### src/rtl/display_pkg.sv
// ============================================================================
// Module  : display_pkg
// Brief   : Shared constants and state encoding for the display scanner.
// Revision: 1.0 - initial release
// ============================================================================
`default_nettype none

package display_pkg;

    localparam int NIBBLE_W = 4;

    // Wide enough for the largest supported digit count; users slice it down.
    localparam logic [7:0] DIGIT_OFF = 8'hFF;

    typedef logic [0:0] state_t;

    localparam state_t SHOW = 1'b0;
    localparam state_t GAP  = 1'b1;

endpackage

`default_nettype wire

### src/rtl/tick_gen.sv
// ============================================================================
// Module  : tick_gen
// Brief   : Modulo-MAX counter with sync clear/enable and terminal-count flag.
// Revision: 1.0 - initial release
// ============================================================================
`default_nettype none

module tick_gen #(
    parameter int MAX = 2
) (
    input  logic clk,
    input  logic rst_n,
    input  logic clr,
    input  logic en,
    output logic tc
);

    localparam int CNT_W = (MAX > 1) ? $clog2(MAX) : 1;

    logic [CNT_W-1:0] r_cnt;

    assign tc = (r_cnt == CNT_W'(MAX - 1));

    always_ff @(posedge clk) begin
        if (!rst_n) begin
            r_cnt <= '0;
        end else if (clr) begin
            r_cnt <= '0;
        end else if (en) begin
            r_cnt <= tc ? '0 : r_cnt + 1'b1;
        end
    end

endmodule

`default_nettype wire

### src/rtl/display_scan.sv
// ============================================================================
// Module  : display_scan
// Brief   : Multiplexed seven-segment digit scanner with dead time, leading-
//           zero blanking and frame-boundary (tear-free) value update.
// Revision: 1.0 - initial release
// ============================================================================
`default_nettype none

module display_scan
    import display_pkg::*;
#(
    parameter int DIGITS     = 4,
    parameter int PRESCALE   = 50000,
    parameter int GAP_CYCLES = 16
) (
    input  logic                       clk,
    input  logic                       rst_n,
    input  logic                       load,
    input  logic [NIBBLE_W*DIGITS-1:0] value,
    input  logic [DIGITS-1:0]          dp_in,
    input  logic                       blank_lz,
    output logic [NIBBLE_W-1:0]        number,
    output logic                       dp,
    output logic [DIGITS-1:0]          digit_sel_n,
    output logic                       blank,
    output logic                       frame_done
);

    localparam int                 IDX_W      = $clog2(DIGITS);
    localparam int                 VAL_W      = NIBBLE_W * DIGITS;
    localparam logic [IDX_W-1:0]   c_LAST_IDX = IDX_W'(DIGITS - 1);

    state_t              r_state;
    state_t              w_next_state;
    logic                w_advance;
    logic                w_wrap;
    logic                w_pre_tc;
    logic                w_gap_tc;
    logic [IDX_W-1:0]    r_idx;
    logic [VAL_W-1:0]    r_shadow_val;
    logic [DIGITS-1:0]   r_shadow_dp;
    logic [VAL_W-1:0]    r_active_val;
    logic [DIGITS-1:0]   r_active_dp;
    logic                r_frame_done;
    logic                r_blank_lz;
    logic                w_upper_zero;
    logic                w_lz_blank;
    logic                w_lit;

    tick_gen #(.MAX(PRESCALE)) u_prescale (
        .clk   (clk),
        .rst_n (rst_n),
        .clr   (r_state != SHOW),
        .en    (1'b1),
        .tc    (w_pre_tc)
    );

    generate
        if (GAP_CYCLES > 0) begin : g_gap
            tick_gen #(.MAX(GAP_CYCLES)) u_gap (
                .clk   (clk),
                .rst_n (rst_n),
                .clr   (r_state != GAP),
                .en    (1'b1),
                .tc    (w_gap_tc)
            );
        end else begin : g_no_gap
            assign w_gap_tc = 1'b1;
        end
    endgenerate

    always_ff @(posedge clk) begin
        if (!rst_n) begin
            r_state <= SHOW;
        end else begin
            r_state <= w_next_state;
        end
    end

    // w_advance marks the edge on which the next digit's SHOW begins.
    always_comb begin
        w_next_state = r_state;
        w_advance    = 1'b0;
        case (r_state)
            SHOW: begin
                if (w_pre_tc) begin
                    if (GAP_CYCLES > 0) begin
                        w_next_state = GAP;
                    end else begin
                        w_advance = 1'b1;
                    end
                end
            end
            GAP: begin
                if (w_gap_tc) begin
                    w_next_state = SHOW;
                    w_advance    = 1'b1;
                end
            end
            default: w_next_state = SHOW;
        endcase
    end

    assign w_wrap = w_advance && (r_idx == c_LAST_IDX);

    // Active only swaps on the wrap, so a frame never mixes two values.
    always_ff @(posedge clk) begin
        if (!rst_n) begin
            r_idx        <= '0;
            r_shadow_val <= '0;
            r_shadow_dp  <= '0;
            r_active_val <= '0;
            r_active_dp  <= '0;
            r_frame_done <= 1'b0;
            r_blank_lz   <= 1'b0;
        end else begin
            r_blank_lz   <= blank_lz;
            r_frame_done <= w_wrap;
            if (load) begin
                r_shadow_val <= value;
                r_shadow_dp  <= dp_in;
            end
            if (w_advance) begin
                r_idx <= (r_idx == c_LAST_IDX) ? '0 : r_idx + 1'b1;
            end
            if (w_wrap) begin
                r_active_val <= r_shadow_val;
                r_active_dp  <= r_shadow_dp;
            end
        end
    end

    always_comb begin
        w_upper_zero = 1'b1;
        for (int i = 0; i < DIGITS; i++) begin
            if ((IDX_W'(i) >= r_idx) && (r_active_val[i*NIBBLE_W +: NIBBLE_W] != '0)) begin
                w_upper_zero = 1'b0;
            end
        end
    end

    assign w_lz_blank = r_blank_lz && w_upper_zero && (r_idx != '0);
    assign w_lit      = (r_state == SHOW) && !w_lz_blank;

    always_comb begin
        number      = r_active_val[r_idx*NIBBLE_W +: NIBBLE_W];
        dp          = w_lz_blank ? 1'b0 : r_active_dp[r_idx];
        digit_sel_n = w_lit ? ~(DIGITS'(1) << r_idx) : DIGIT_OFF[DIGITS-1:0];
        blank       = !w_lit;
        frame_done  = r_frame_done;
    end

endmodule

`default_nettype wire

### config.mk
export PLATFORM = sky130hd
export DESIGN_NAME = display_scan
export DESIGN_NICKNAME = d
export VERILOG_FILES = /design/src/rtl/display_pkg.sv /design/src/rtl/tick_gen.sv /design/src/rtl/display_scan.sv
export SDC_FILE = /design/constraint.sdc
export NUM_CORES = 1
export LEC_CHECK = 0
export CAP_MARGIN = 30
export CELL_PAD_IN_SITES_DETAIL_PLACEMENT = 0
export CELL_PAD_IN_SITES_GLOBAL_PLACEMENT = 1
export CORE_MARGIN = 3
export CORE_UTILIZATION = 46
export CTS_CLUSTER_DIAMETER = 80
export CTS_CLUSTER_SIZE = 12
export DETAILED_ROUTE_END_ITERATION = 8
export MAX_ROUTING_LAYER = met4
export PLACE_DENSITY_LB_ADDON = 0.05
export RECOVER_POWER = 25
export SLEW_MARGIN = 20
export SYNTH_ARGS = -nofsm -noshare
export SYNTH_HDL_FRONTEND = slang
export SYNTH_SLANG_ARGS = --single-unit
### constraint.sdc
create_clock -name clk -period 6.1 [get_ports clk]
set_input_delay 1.525 -clock clk [delete_from_list [all_inputs] [get_ports clk]]
set_output_delay 1.525 -clock clk [all_outputs]
set_load 0.01 [all_outputs]
=== Word level (Yosys, flattened, before mapping) ===
Index checks and enable logic that the tools add are counted.

* Equality and inequality tests: 3
* Add/sub/neg operators: 3
* Shift operators: 2
* $lt $le $gt $ge: 5
* Multiplexer cells: 14
* Reduce and logical (&&, ||, !) cells: 17
* Bitwise gates (word level): 3

{| class="wikitable"
|+ Operator list
! cell !! count
|-
| $add A16 B1 Y16 const B || 1
|-
| $eq A16 B16 Y1 const B || 1
|-
| $reduce_bool A4 Y1 || 4
|-
| $shiftx A16 B5 Y4 || 1
|-
| $mux W1 || 9
|-
| $logic_and A1 B1 Y1 || 8
|-
| $reduce_or A3 Y1 || 2
|-
| $add A4 B1 Y4 const B || 1
|-
| $eq A4 B4 Y1 const B || 1
|-
| $ge A1 B2 Y1 const A || 2
|-
| $ge A2 B2 Y1 const A || 2
|-
| $mux W4 || 1
|-
| $not A4 Y4 || 1
|-
| $pmux W1 S2 || 2
|-
| $shl A1 B2 Y4 const A || 1
|-
| $lt A2 B3 Y1 const B || 1
|-
| $add A2 B1 Y2 const B || 1
|-
| $bmux W1 S2 || 1
|-
| $eq A2 B2 Y1 const B || 1
|-
| $logic_not A1 Y1 || 2
|-
| $mux W2 || 1
|-
| $not A1 Y1 || 2
|-
| $reduce_bool A2 Y1 || 1
|}

* Bits of input ports: 24
* Logic and storage cells: 57
* Flip-flop bits (word level): 65
* Output and inout port bits: 11

=== Longest topological paths before layout ===
Gate-level depths: netlist of run 1.

* Word-level depth: 11
* Mapped depth: 7
* Depth with buffers taken out: 6

=== Cells and area by module ===
From an unflattened synthesis of run 1, not the netlist that was laid out.

* Cell total of the unflattened synthesis: 264
* Area, all modules: 2,738.9 um^2

{| class="wikitable"
|+ Modules (own cells, without submodules)
! module !! area an instance (um^2) !! cells an instance !! sequential area each (um^2) !! instances
|-
| display_scan || 1,778.0 || 156 || 900.9 || 1
|-
| tick_gen at u_prescale || 773.2 || 90 || 320.3 || 1
|-
| tick_gen at g_gap.u_gap || 187.7 || 18 || 80.1 || 1
|}

=== Worst setup path before layout of run 1 ===
OpenSTA, ideal clock, no wires.

* Path type: register to output
* Start: register r_idx[0]
* End: output digit_sel_n[1]
* Arrival time: 1,872 ps
* Buffers on the path: 1
* Slack: 2,703 ps
* Required time: 4,575 ps
* Cell stages (with the launch flop): 7
* Path through: dfxtp_1 buf_2 inv_1 ha_1 or4b_4 o41a_1 nand2_1

* Longest elaborated chain between the ends: 11
* Elaborated cells between the ends (all ways): 20
* Those cells by class: order compare: 4; shift: 1; mux: 5; bitwise: 1; reduce/logical: 9

{| class="wikitable"
|+ Ends and longest elaborated chain
! element !! RTL line !! text
|-
| start: declaration || display_scan.sv:39 || <nowiki>logic [IDX_W-1:0] r_idx;</nowiki>
|-
| start signal: assignment || display_scan.sv:124 || <nowiki>r_idx <= (r_idx == c_LAST_IDX) ? '0 : r_idx + 1'b1;</nowiki>
|-
| $ge A1 B2 Y1 || display_scan.sv:136 || <nowiki>if ((IDX_W'(i) >= r_idx) && (r_active_val[i*NIBBLE_W +: NIBBLE_W] != '0)) begin</nowiki>
|-
| $logic_and A1 B1 Y1 || display_scan.sv:136 ||
|-
| $mux W1 (4 in a row) || display_scan.sv:136 ||
|-
| $logic_and A1 B1 Y1 (2 in a row) || display_scan.sv:142 || <nowiki>assign w_lz_blank = r_blank_lz && w_upper_zero && (r_idx != '0);</nowiki>
|-
| $logic_not A1 Y1 || display_scan.sv:143 || <nowiki>assign w_lit = (r_state == SHOW) && !w_lz_blank;</nowiki>
|-
| $logic_and A1 B1 Y1 || display_scan.sv:143 ||
|-
| $mux W4 * || display_scan.sv:148 || <nowiki>digit_sel_n = w_lit ? ~(DIGITS'(1) << r_idx) : DIGIT_OFF[DIGITS-1:0];</nowiki>
|-
| end: declaration || display_scan.sv:24 || <nowiki>output logic [DIGITS-1:0] digit_sel_n,</nowiki>
|}

Every way passes the cells marked *; elsewhere a longest branch is shown, timed or not.

=== Worst setup path in the final report of run 1 ===
* Start: register r_idx[0]
* End: output digit_sel_n[3]

Same word-level chain as after synthesis.

==> results.md, run 1 <==
- Core ar.: 5303 um2
- Reg2Reg Setup Slack: approximately 4.2 ns
- Number of setup buffers added after CTS: 0
- Max cap viols: 0
- Distinct cells, synth: 29
- Dpl hpwl: 3396 um
- Gr ovfl total: 0
- PD cells: 274.4 nW/um2
- CTS tree: yes
- Cells after synthesis: 249
- Area of the multi-input gates: 1242 um2
- Number of synthesis warnings: 0
- Primary FF master, synth: dfxtp_1
- Final hold violation count: 0
- Flops & latches, synth: 65
- Die area: 6654 um2
- Longest Clk Path Bufs: 2
- Vias in the first global route: 1767
- Syn nets: 280
- Placed insts: 343
- Post-Route Setup TNS: 0 ns
- Drt pass-1 iters: 4
- Fin Clk Skew: ~0.012 ns
- Port Buffers: 34
- Post-Syn Area: around 2600 um2
- Initial antenna violation count: 0
- Post-synth top cells: dfxtp_1 (65), nor2_1 (23), nor2b_1 (22)
- H-tree Lvls: 3
- Max Clk Rate: 227.0 MHz
- Share of post-route cells with drive strength above 1: under 10%
- Num rows: 26
- Nets: 315
- Rel. slew slack: 48.02%
- Most common cell in the netlist: dfxtp_1
- Sequential element share of the synthesized area: approximately 50%
- Setup violators final: 0
- Post-CTS sizing: 0
- Critical path class: flop to primary output
- Largest area contributor in the netlist: dfxtp_1
- Tightest Pin Transition: 0.7797 ns
- TritonCTS Sinks: 65
- Layout Cells excl Fill: around 360
- Wire per inst: ~14 um
- Register area: 1301 um2
- Fill cells: 461
- Run status: finished clean
- Starting Density: around half
- Pin count of the biggest net entering global routing: 28
- CP max FO: 10
- Tightest Hold Check Type: flop to flop
- Max VDD drop: 0.1992 mV
- RSZ-0062 raised after global routing: false
- Yosys top cell area share: between 40% and 50%
- Vias after detailed routing: 1818
- ANT cells: 0
- Synthesis-to-layout area growth: 23.14%
- Drt drc: 0
- Die X: slightly above 80 um
- CP arrival: 2.88 ns
- Required time of the worst setup path: between 4 and 5 ns
- Worst setup EP type: primary output
- Post-synth EDFFs: 0
- Routed wire length: 4893 um
- Clock Pin Slew Worst Setup and Hold Paths: 0.07 ns
- Top Ports: 35
- Die height: 81.58 um
- Ranking of synthesized cells by area: dfxtp_1 (50%), mux2i_1 (7.6%), a22o_1 (6.3%)
- Setup crit start kind: flop
- Clk Latency, worst-skew pair: 0.34 ns
- Lkg Pwr: 1.246 nW
- Total CTS buffers: 9
- DR iter-0 viols: 35
- Clock root buffer: clkbuf_8
- Period Utilization, post-route: ~72%
- Post-route minimum period: 4.405 ns
- Max-slew violations: 0
- Routed vias/inst: 5.064
- Avg Inst Size Synth: 10.55 um2
- Gpl congestion: about 0.77
- First-pass GRT wire length: 8549 um
- Asr flop ratio synth: 0%
- GRT Util Overall: 17.64%
- # hold bufs at CTS: 0
- Antenna viol nets, final: 0
through the flow:
stage | power (mW) | util, % | hold slack, ns | setup slack, ns | area, um2
after floorplan | 0.4714 | - | 0.4175 | 2.703 | 2628
after global placement | 0.4922 | 56.82 | 0.4332 | 2.089 | 3013
after detailed placement | 0.4921 | 56.72 | 0.4380 | 2.039 | 3008
after CTS | 0.8991 | 61.02 | 0.4530 | 1.660 | 3236
after global routing | 0.9266 | 61.02 | 0.4754 | 1.482 | 3236
final | 0.8879 | 61.02 | 0.4488 | 1.695 | 3236
flip-flops by register name, summed over array words and instances (netlist names):
signal	cells
r_idx	2
g_gap.u_gap.r_cnt	4
r_blank_lz	1
r_active_val	16
r_state	1
r_shadow_val	16
r_shadow_dp	4
u_prescale.r_cnt	16
frame_done	1
r_active_dp	4
report_power, final:
part,switching [mW],internal (mW),leakage (nW),total (mW)
Combinational,0.0164,0.0249,0.605,0.0412
Clock,0.164,0.242,0.113,0.407
Sequential,0.00582,0.434,0.528,0.440
cell type report:
class	instances	area share, %
clock buffer	10	4.254
clock inverter	6	2.784
inverter	9	1.044
multi-input combinational	164	38.40
sequential	65	40.22
tap	70	2.707
timing repair buffer	35	10.60
metal layers:
layer	global-route usage [%]	vias to the layer above	share of wire [%]
met5	-	-	0
met4	5.980	0	0.76
met3	5.921	4	4.7
met2	23.86	34	43
met1	24.59	834	51
li1	-	946	-
logic make-up after synthesis:
family / Yosys count / share of synthesized area (%)
AOI/OAI and AO/OA: 27 / 9.000
xor gates and xnor gates: 16 / 5.334
adders and majority gates: 7 / 3.333
buffers and inverters: 20 / 3.190
DFF: 65 / 49.52
muxes: 25 / 12.05
and+or+nand+nor: 89 / 17.57
worst max-delay path, cell delays in order, from the launching register on:
cell and delay, ns:
dfxtp_1 0.61, inv_1 0.15, ha_1 0.24, or4b_4 0.48, o41a_1 0.43, nand2_1 0.09
clkdlybuf4s50_1 0.53
layout by cell type, fill, tap and decap left out, types with 2 or more instances in the layout:
| cell type | n |
|---|---|
| nor3_1 | 5 |
| clkdlybuf4s50_1 | 32 |
| xnor2_1 | 13 |
| a22o_1 | 19 |
| mux2i_1 | 20 |
| clkbuf_8 | 10 |
| bufinv_16 | 2 |
| nor4_1 | 8 |
| mux4_2 | 4 |
| a21boi_1 | 2 |
| xor2_1 | 3 |
| inv_1 | 9 |
| nor2_1 | 23 |
| nand4_1 | 4 |
| ha_1 | 7 |
| and3_1 | 3 |
| nor2b_1 | 22 |
| nand2_1 | 12 |
| nand3_1 | 9 |
| dfxtp_1 | 65 |
final timing paths:
path,start,end,depth (start not counted)
setup reg to reg,g_gap.u_gap.r_cnt[0]$_SDFF_PP0_,r_active_val[13]$_SDFFE_PN0P_,5
hold / removal,g_gap.u_gap.r_cnt[0]$_SDFF_PP0_,g_gap.u_gap.r_cnt[0]$_SDFF_PP0_,1
setup / recovery,r_idx[0]$_SDFFE_PN0P_,digit_sel_n[3],6
hold reg to reg,g_gap.u_gap.r_cnt[0]$_SDFF_PP0_,g_gap.u_gap.r_cnt[0]$_SDFF_PP0_,1
Note: power is estimated with default switching activity, not from simulation.
==> inputs of run 2 (changes only) <==
--- a/config.mk
+++ b/config.mk
@@ -9,7 +9,7 @@
 export CELL_PAD_IN_SITES_DETAIL_PLACEMENT = 0
 export CELL_PAD_IN_SITES_GLOBAL_PLACEMENT = 1
 export CORE_MARGIN = 3
-export CORE_UTILIZATION = 46
+export CORE_UTILIZATION = 38
 export CTS_CLUSTER_DIAMETER = 80
 export CTS_CLUSTER_SIZE = 12
 export DETAILED_ROUTE_END_ITERATION = 8
==> constraint.sdc (replaced) <==
create_clock -name clk -period 4 [get_ports clk]
set_input_delay 1 -clock clk [delete_from_list [all_inputs] [get_ports clk]]
set_output_delay 1 -clock clk [all_outputs]
set_load 0.01 [all_outputs]
==> run 2 against run 1 <==
Against the previous run: sequential power rose by 53%; die area rose by 19%; clock power rose by 64%; setup slack got worse by 1.4 ns; combinational power rose by 58%; register-to-register slack got worse by 2.2 ns; clock skew barely moved; critical path type unchanged; highest routed layer unchanged.
==> results.md, run 2 (same netlist as run 1, synthesis figures left out) <==
- Run status: finished clean
- Worst Path Buf+Inv: 3 (+1)
- Tightest Pin Transition: 1.004 ns (+0.2248 ns)
- Longest Clk Path Bufs: 2 (unchanged)
- Lkg Pwr: 1.270 nW (+1.9%)
- Most frequent cells in the layout: dfxtp_1 (65), clkdlybuf4s50_1 (33), nor2_1 (23)
- Vias in the first global route: 1684 (-4.7%)
- Die height: 89.16 um (+9.3%)
- DR iter-0 viols: 71 (+100%)
- Clock Pin Slew Worst Setup and Hold Paths: 0.07 ns (about the same)
- Fin Clk Skew: 0.01115 ns (-0.0003741 ns)
- Vias after detailed routing: 1830 (+0.66%)
- Num rows: 29 (+12%)
- Pin count of the biggest net entering global routing: 28 (unchanged)
- Pwr Total: 1.405 mW (+58%)
- # hold bufs at CTS: 0 (unchanged)
- Drt drc: 0 (unchanged)
- Share of post-route cells with drive strength above 1: 9.215% (+0.22 points)
- Drt pass-1 iters: 6 (+2)
- Commonest non-fill, non-tap cell in the layout: dfxtp_1
- GRT Util Overall: 14.67% (-3.0 points)
- Initial antenna violation count: 0 (unchanged)
- Total CTS buffers: 9 (unchanged)
- Max cap viols: 0 (unchanged)
- CP arrival: 2.69 ns (-0.19 ns)
- Worst-path cell chain: buf_4, inv_1, ha_1, or4b_4, o41a_1, nand2_1, clkdlybuf4s50_1
- Tightest Hold Check Type: flop to flop
- Number of setup buffers added after CTS: 0 (unchanged)
- Layout Cells excl Fill: 370 (+3.1%)
- Top Ports: 35 (unchanged)
- Dpl hpwl: 3570 um (+5.1%)
- Routed wire length: 5146 um (+5.2%)
- Setup violators final: 0 (unchanged)
- Worst path slowest cell: clkdlybuf4s50_1
- Worst setup EP type: primary output
- CTS tree: yes
- Gr ovfl total: 0 (unchanged)
- Crit path max-delay family: buffers and inverters
- WHS: 0.4491 ns (+0.0002740 ns)
- Core ar.: 6531 um2 (+23%)
- Die area: 7949 um2 (+19%)
- H-tree Lvls: 3 (unchanged)
- Critical path class: flop to primary output
- Slowest stage delay, CP: 0.53 ns (-0.08 ns)
- ANT cells: 0 (unchanged)
- Largest regs: r_active_val: 16 flops, r_shadow_val: 16 flops, u_prescale.r_cnt: 16 flops
- Placed insts: 354 (+3.2%)
- Rel. slew slack: 33.04% (-15 points)
- Post-route minimum period: 3.685 ns
- Util after Layout: 50.40% (-11 points)
- RSZ-0062 raised after global routing: false
- Die X: 89.16 um (+9.3%)
- CP max FO: 10 (unchanged)
- Post-CTS sizing: 0 (unchanged)
- Clock root buffer: clkbuf_8
- Max Clk Rate: 271.3 MHz
- Required time of the worst setup path: 3.00 ns (-1.58 ns)
- Setup crit start kind: flop
- Routed vias/inst: 4.946 (-2.3%)
- Starting Density: 40.23% (-9.3 points)
- First-pass GRT wire length: 8487 um (-0.73%)
- Clk Latency, worst-skew pair: 0.33 ns (about the same)
- Gpl congestion: 0.7676 (about the same)
- Antenna viol nets, final: 0 (unchanged)
- Synthesis-to-layout area growth: 25.29%
- Max VDD drop: 0.1990 mV (about the same)
- Nets: 319 (+1.3%)
- Max-slew violations: 0 (unchanged)
- Final hold violation count: 0 (unchanged)
- PD cells: 426.8 nW/um2 (+56%)
- TritonCTS Sinks: 65 (unchanged)
- Port Buffers: 34 (unchanged)
- Post-Route Setup TNS: 0 ns (unchanged)
- Period Utilization, post-route: 92.13%
- Wire per inst: 13.91 um (+2.0%)
-- run 2: changes by cell type in the layout (fill, tap and decap cells not counted), sizes merged --
cell,change
buf,+2
clkbuf,+2
bufinv,+1
clkinv,-1
clkdlybuf4s50,+1
inv,-1
-- run 2: layer usage --
layer / global-route usage, % / vias to the layer above / wire (um)
met2: 19.56 / 33 / 2087
met1: 20.62 / 836 / 2815
met3: 5.530 / 5 / 196
met5: - / - / 0
met4: 4.060 / 0 / 47
li1: - / 956 / -
-- run 2: report_power, final --
part           internal, mW  switching [mW]  total, mW
Clock                 0.430           0.239      0.669
Sequential            0.662         0.00879      0.671
Combinational        0.0393          0.0258     0.0651
-- run 2: worst paths after layout --
path	start	endpoint	slack (ns)	cells after the start
max reg2reg	g_gap.u_gap.r_cnt[0]$_SDFF_PP0_	r_active_val[13]$_SDFFE_PN0P_	2.02	5
min	g_gap.u_gap.r_cnt[0]$_SDFF_PP0_	g_gap.u_gap.r_cnt[0]$_SDFF_PP0_	0.45	1
max	r_idx[0]$_SDFFE_PN0P_	digit_sel_n[2]	0.31	7
min reg2reg	g_gap.u_gap.r_cnt[0]$_SDFF_PP0_	g_gap.u_gap.r_cnt[0]$_SDFF_PP0_	0.45	1
-- run 2: through the flow --
step	area, um2	setup WS (ns)
after floorplan	2628	1.128
after global placement	3052	0.7098
after detailed placement	3052	0.6570
after CTS	3296	0.2843
after global routing	3292	0.1657
final	3292	0.3146
-- run 2: final cells by class --
class / instances / area [um2]
fill: 626 / 3239
sequential: 65 / 1301
multi-input combinational: 164 / 1242
timing repair buffer: 39 / 374.1
clock buffer: 11 / 141.4
clock inverter: 5 / 102.6
tap: 77 / 96.34
inverter: 9 / 33.78
